[config.mk]
export PLATFORM = sky130hd
export DESIGN_NAME = dmem_arbiter
export DESIGN_NICKNAME = d
export VERILOG_FILES = /design/src/rtl/dmem_arbiter_pkg.sv /design/src/rtl/dmem_arbiter.sv
export SDC_FILE = /design/constraint.sdc
export NUM_CORES = 1
export LEC_CHECK = 0
export CORE_AREA = 2 2 227 229
export DETAILED_ROUTE_END_ITERATION = 10
export DIE_AREA = 0 0 229 231
export GPL_ROUTABILITY_DRIVEN = 0
export HOLD_SLACK_MARGIN = 0.12
export PLACE_DENSITY = 0.41
export SYNTH_ARGS = -nofsm -noshare
export SYNTH_HDL_FRONTEND = slang
export SYNTH_SLANG_ARGS = --single-unit
[constraint.sdc]
create_clock -name clk -period 1.6 [get_ports clk]
set_input_delay 0.32 -clock clk [delete_from_list [all_inputs] [get_ports clk]]
set_output_delay 0.32 -clock clk [all_outputs]
set_load 0.02 [all_outputs]
[src/rtl/dmem_arbiter_pkg.sv]
// Shared word width, FSM encodings and the round-robin pick rule for the
// data-memory arbiter.
package dmem_arbiter_pkg;

  localparam int WORD_W = 64;

  localparam logic [1:0] ST_IDLE  = 2'd0;
  localparam logic [1:0] ST_ISSUE = 2'd1;
  localparam logic [1:0] ST_RESP  = 2'd2;

  // Returns the winning port id; on a tie the port not granted last wins.
  function automatic logic rr_pick(input logic r0, input logic r1, input logic last);
    if (r0 && r1) return !last;
    return r1;
  endfunction

endpackage

[src/rtl/dmem_arbiter.sv]
// Two-port arbiter in front of a registered-read data memory: one transaction
// at a time, IDLE -> ISSUE -> RESP, round-robin on simultaneous requests.
module dmem_arbiter
  import dmem_arbiter_pkg::*;
#(
  parameter int SIZE = 1024
) (
  input  logic              clk,
  input  logic              reset,
  input  logic              p0_req,
  input  logic              p0_we,
  input  logic [WORD_W-1:0] p0_addr,
  input  logic [WORD_W-1:0] p0_wdata,
  output logic [WORD_W-1:0] p0_rdata,
  output logic              p0_done,
  output logic              p0_err,
  input  logic              p1_req,
  input  logic              p1_we,
  input  logic [WORD_W-1:0] p1_addr,
  input  logic [WORD_W-1:0] p1_wdata,
  output logic [WORD_W-1:0] p1_rdata,
  output logic              p1_done,
  output logic              p1_err,
  output logic              mem_read,
  output logic              mem_write,
  output logic [WORD_W-1:0] mem_address,
  output logic [WORD_W-1:0] mem_write_data,
  input  logic [WORD_W-1:0] mem_read_data,
  output logic              busy
);

  // Range limit widened to the full word so high address bits are never dropped.
  localparam logic [WORD_W-1:0] LIMIT = WORD_W'(SIZE);

  logic [1:0]        state_q;
  logic              last_q;
  logic              id_q;
  logic              we_q;
  logic              oor_q;
  logic [WORD_W-1:0] addr_q;
  logic [WORD_W-1:0] wdata_q;
  logic              rd_q;
  logic              wr_q;

  logic              any_req;
  logic              win;
  logic              win_we;
  logic [WORD_W-1:0] win_addr;
  logic [WORD_W-1:0] win_wdata;
  logic              win_oor;

  assign any_req   = p0_req | p1_req;
  assign win       = rr_pick(p0_req, p1_req, last_q);
  assign win_we    = win ? p1_we    : p0_we;
  assign win_addr  = win ? p1_addr  : p0_addr;
  assign win_wdata = win ? p1_wdata : p0_wdata;
  assign win_oor   = (win_addr >= LIMIT);

  // Grant / latch stage: memory controls are registered so they are valid
  // for exactly the ISSUE cycle.
  always_ff @(posedge clk) begin
    if (reset) begin
      state_q <= ST_IDLE;
      last_q  <= 1'b1;
      id_q    <= 1'b0;
      we_q    <= 1'b0;
      oor_q   <= 1'b0;
      addr_q  <= '0;
      wdata_q <= '0;
      rd_q    <= 1'b0;
      wr_q    <= 1'b0;
    end else begin
      case (state_q)
        ST_IDLE: begin
          if (any_req) begin
            state_q <= ST_ISSUE;
            last_q  <= win;
            id_q    <= win;
            we_q    <= win_we;
            oor_q   <= win_oor;
            addr_q  <= win_addr;
            wdata_q <= win_wdata;
            rd_q    <= !win_we && !win_oor;
            wr_q    <= win_we && !win_oor;
          end
        end
        ST_ISSUE: begin
          state_q <= ST_RESP;
          rd_q    <= 1'b0;
          wr_q    <= 1'b0;
        end
        ST_RESP: state_q <= ST_IDLE;
        default: begin
          state_q <= ST_IDLE;
          rd_q    <= 1'b0;
          wr_q    <= 1'b0;
        end
      endcase
    end
  end

  assign mem_read       = rd_q;
  assign mem_write      = wr_q;
  assign mem_address    = addr_q;
  assign mem_write_data = wdata_q;
  assign busy           = (state_q != ST_IDLE);

  // Response stage: a reset during RESP suppresses the completion pulse.
  logic              resp_ok;
  logic [WORD_W-1:0] rd_val;

  assign resp_ok  = (state_q == ST_RESP) && !reset;
  assign rd_val   = (!we_q && !oor_q) ? mem_read_data : '0;

  assign p0_done  = resp_ok && !id_q;
  assign p1_done  = resp_ok && id_q;
  assign p0_err   = p0_done && oor_q;
  assign p1_err   = p1_done && oor_q;
  assign p0_rdata = p0_done ? rd_val : '0;
  assign p1_rdata = p1_done ? rd_val : '0;

endmodule

### Word-level counts from Yosys, hierarchy flattened

Index checks and enable logic that the tools add are counted.

* bits in registers: 136
* latch bits: 0
* RAM bits: 0
* bits in read-only memories: 0
* bits of input ports: 326
* word-level logic and storage cells: 50
* memories kept: 0

* add/subtract/negate cells: 0
* multipliers: 0
* div/mod/pow operators: 0
* magnitude comparators: 1
* equality and inequality tests: 3
* shift operators: 0
* muxes and demuxes: 15
* bitwise operators: 2
* reductions and logical operators: 20

Operators by type and width (number)
* 64-bit 2-to-1 mux: 5
* 64-bit by 11-bit greater-or-equal comparator with 1-bit output, second input constant: 1
* 1-bit logical AND: 9
* 1-bit zero test: 7
* 1-bit 2-to-1 mux: 6
* 1-bit one-hot mux with 2 select lines: 2
* 2-bit one-hot mux with 2 select lines: 1
* 2-bit AND reduction: 2
* 2-bit by 1-bit equality test with 1-bit output, second input constant: 1
* 2-bit equality test, second input constant: 1
* 2-bit zero test: 1
* 2-bit 2-to-1 mux: 1
* 2-bit inequality test, second input constant: 1
* 2-bit nonzero test: 1
* 1-bit inverter: 1
* 1-bit OR: 1

### Longest topological paths before layout

* depth after elaboration: 9
* mapped depth: 7
* gate-level depth less buffers: 5

### Worst setup path before layout

Ideal clock, no wire load.

* kind: input to output
* from: input reset
* to: output p0_rdata[55]
* arrival: 1.460 ns
* path slack: -0.180 ns
* stages: 6
* buffers on the path: 2
* cells stage by stage: buf_2 > nor2_2 > nand2_1 > nor2_1 > clkbuf_1 > and3_1

* cells in the longest elaborated chain, start to end: 4

Ends and longest elaborated chain
* start: declaration: line dmem_arbiter.sv:9 `input logic reset,`
* 1-bit zero test: line dmem_arbiter.sv:112 `assign resp_ok = (state_q == ST_RESP) && !reset;`
* 1-bit logical AND: line dmem_arbiter.sv:112
* 1-bit logical AND: line dmem_arbiter.sv:115 `assign p0_done = resp_ok && !id_q;`
* named net p0_done: line dmem_arbiter.sv:15 `output logic p0_done,`
* 64-bit 2-to-1 mux: line dmem_arbiter.sv:119 `assign p0_rdata = p0_done ? rd_val : '0;`
* end: declaration: line dmem_arbiter.sv:14 `output logic [WORD_W-1:0] p0_rdata,`

The timed path passes the listed nets, and every way through them passes these cells.

### Worst setup path after layout

* from: register state_q[0]
* to: output p1_rdata[61]

* cells in the longest elaborated chain, start to end: 4

Ends and longest elaborated chain
* start: declaration: line dmem_arbiter.sv:35 `logic [1:0] state_q;`
* start signal: assignment: line dmem_arbiter.sv:63 `state_q <= ST_IDLE;`
* start signal: assignment: line dmem_arbiter.sv:76 `state_q <= ST_ISSUE;`
* start signal: assignment: line dmem_arbiter.sv:88 `state_q <= ST_RESP;`
* 2-bit equality test: line dmem_arbiter.sv:112
* 1-bit logical AND: line dmem_arbiter.sv:112
* 1-bit logical AND: line dmem_arbiter.sv:116 `assign p1_done = resp_ok && id_q;`
* 64-bit 2-to-1 mux: line dmem_arbiter.sv:120 `assign p1_rdata = p1_done ? rd_val : '0;`
* end: declaration: line dmem_arbiter.sv:21 `output logic [WORD_W-1:0] p1_rdata,`

No other way between the ends.

==> flow_metrics.tcl <==
set metrics [dict create \
    hold_depth 5 \
    synth_top_area_share_pct 35.6 \
    hold_viol 0 \
    synth_edf_count 0 \
    synthesis.nets 1135 \
    overflow 0 \
    pin_count 589 \
    wl_per_cell_um 21.9 \
    crit_type "reg2out" \
    critPathMaxFanout 23 \
    cp.arrival_ns 1.79 \
    mostFrequentLayoutCells "clkdlybuf4s50_1, nor2_1, dlygate4sd2_1" \
    synth_flop_cell "dfxtp_1" \
    p_per_area_nw_per_um2 726 \
    r2r_cells 7 \
    finalWirelength_mm 49.2 \
    violations "setup timing" \
    setup_viol 146 \
    hold_ws_ns 0.326 \
    yosys_warnings 0 \
    status "complete, but fails checks" \
    synth_top_area_cell "dfxtp_1" \
    hp-class "in2reg" \
    htree_levels 4 \
    ys_ff_latch 136 \
    cts_made_buffers 17 \
    area_growth_pct 152 \
    fin_util_pct 37.9 \
    hpwl_mm 34.8 \
    grt_setup_unrepaired "true" \
    avgViaCountPerCell 4.21 \
    die_h_um 231 \
    p_leak_nw 7.80 \
    final_antenna_net_count 0 \
    portBuffers 588 \
    fill_cells 5102 \
    post-route-min-period_ns 2.11 \
    die_w_um 229 \
    maxCapViolCount 0 \
    worstPathRequired_ns 1.28 \
    holdCritStartpoint "reset" \
    core_area_um2 50700 \
    grt_antenna_before_repair 1 \
    crit_start "state_q[0]" \
    holdBufCountCts 0 \
    synth_cell_type_count 34 \
    nets 1881 \
    synthTopCellsByArea "dfxtp_1, mux2i_1, a211oi_2" \
    slew_headroom_pct 50.7 \
    insertedDiodeCount 0 \
    clockBufferDepth 2 \
    min_to "mem_read" \
    grt_pass1_wl_mm 68.1 \
    endpoint_kind "output pin" \
    fin_skew_ns 0.00981 \
    grtUsageTotal_pct 17.5 \
    drive_gt1_share_pct 45.6 \
    fin_crit_sh_pct 132 \
    netlist_area_um2 7640 \
    grt_pass1_vias 9843 \
    critPathLaunchType "register" \
    finalPower_mw 13.9 \
    fmax_mhz 475 \
    netlist_instances 809 \
    maxSlewViolCount 0 \
    ir_drop_v 0.000777 \
    dieArea_um2 52900 \
    r2r-start "last_q" \
    drt_pass1_iterations 6 \
    initial_core_util_pct 15.1 \
    layout_commonest_cell "clkdlybuf4s50_1" \
    via_count 9464 \
    cts.sinks 136 \
    syn-mean-instance-area_um2 9.44 \
    post-route-drc-count 0 \
    synth-seq-area-share_pct 35.6 \
    finalWorstSetupSlack_ns -0.507 \
    r2r-end "mem_write_data[52]" \
    r2r_slack_ns -0.05 \
    clock_latency_ns 0.45 \
    grt_max_degree 58 \
    rows 83 \
    worstMarginPinSlew_ns 0.740 \
    drt_iter0_markers 243 \
    async_flop_share_pct 0 \
    root_buffer "clkbuf_16" \
    clk_pin_slew_ns 0.06 \
    cts_tree "yes" \
]
worst max path at each step:
stage                                 end  slack (ns)
after floorplan              p0_rdata[35]       -0.03
after global placement    mem_address[55]       -0.89
after detailed placement  mem_address[55]       -0.87
after CTS                     p0_rdata[2]       -0.59
after global routing         p1_rdata[61]       -0.60
final                        p1_rdata[61]       -0.51
state kept, by name (all words and copies together) (netlist names):
register / count
mem_address: 64
mem_write_data: 64
state_q: 2
id_q: 1
last_q: 1
mem_read: 1
mem_write: 1
oor_q: 1
we_q: 1
synthesized netlist by cell type (2+ instances only):
cell,n
nor4_1,26
a211oi_1,40
nand4_1,5
nor2_1,141
nand2_1,4
buf_4,5
buf_8,9
buf_2,26
dfxtp_1,136
and3_1,129
buf_6,2
o21ai_0,3
o211ai_1,2
clkbuf_2,2
mux2i_1,130
a211oi_2,89
clkbuf_1,42
and2_1,2
where the power goes:
part	internal [mW]	total [mW]	leakage [nW]	switching, mW
combinational	3.10	5.78	6.39	2.68
sequential	3.79	3.99	1.13	0.201
clock	2.53	4.18	0.284	1.65
total	9.41	13.9	7.80	4.54
layout make-up:
| cell class | instances | area (µm²) | area share (%) |
|---|---|---|---|
| timing repair buffer | 814 | 9030 | 47.0 |
| clock inverter | 8 | 120 | 0.625 |
| inverter | 1 | 3.75 | 0.0195 |
| tap | 680 | 851 | 4.43 |
| multi-input combinational | 585 | 6010 | 31.3 |
| sequential | 136 | 2730 | 14.2 |
| clock buffer | 24 | 472 | 2.46 |
stage by stage:
stage	TNS [ns]	instances	area (µm²)	setup slack, ns
after floorplan	-0.712	809	8060	-0.0255
after global placement	-146.65	2129	15600	-0.895
after detailed placement	-146.74	2129	15600	-0.866
after CTS	-70.45	2228	18000	-0.590
after global routing	-73.12	2248	19200	-0.600
final	-57.21	2248	19200	-0.507
metal layers:
| metal | global-route usage [%] | wire (µm) | vias up |
|---|---|---|---|
| li1 | - | - | 4523 |
| met1 | 19.3 | 19000 | 4527 |
| met2 | 32.2 | 25700 | 359 |
| met3 | 5.24 | 3300 | 53 |
| met4 | 5.28 | 1170 | 2 |
| met5 | 0 | 17 | - |
kinds of logic (layout without fill, tap and decap cells):
| kind of cell | count (synthesis) | after routing | share of synthesized area (%) |
|---|---|---|---|
| AOI/OAI and AO/OA | 140 | 140 | 19.5 |
| muxes | 130 | 130 | 17.0 |
| and+or+nand+nor | 315 | 315 | 21.2 |
| DFF | 136 | 136 | 35.6 |
| buffers and inverters | 88 | 847 | 6.55 |
worst max-delay path, stage by stage (launching register included):
cell	delay, ns
dfxtp_2	0.33
nor2_4	0.13
and3_4	0.25
buf_12	0.17
buf_8	0.13
and3_4	0.19
buf_6	0.13
timing repair:
item | in CTS | in global routing
setup endpoints to repair | 395 | 264
cloned | 28 | 16
pin swaps | 43 | 83
gates resized for setup | 849 | 277
buffers inserted | 41 | 23
(Power assumes the default switching activity.)
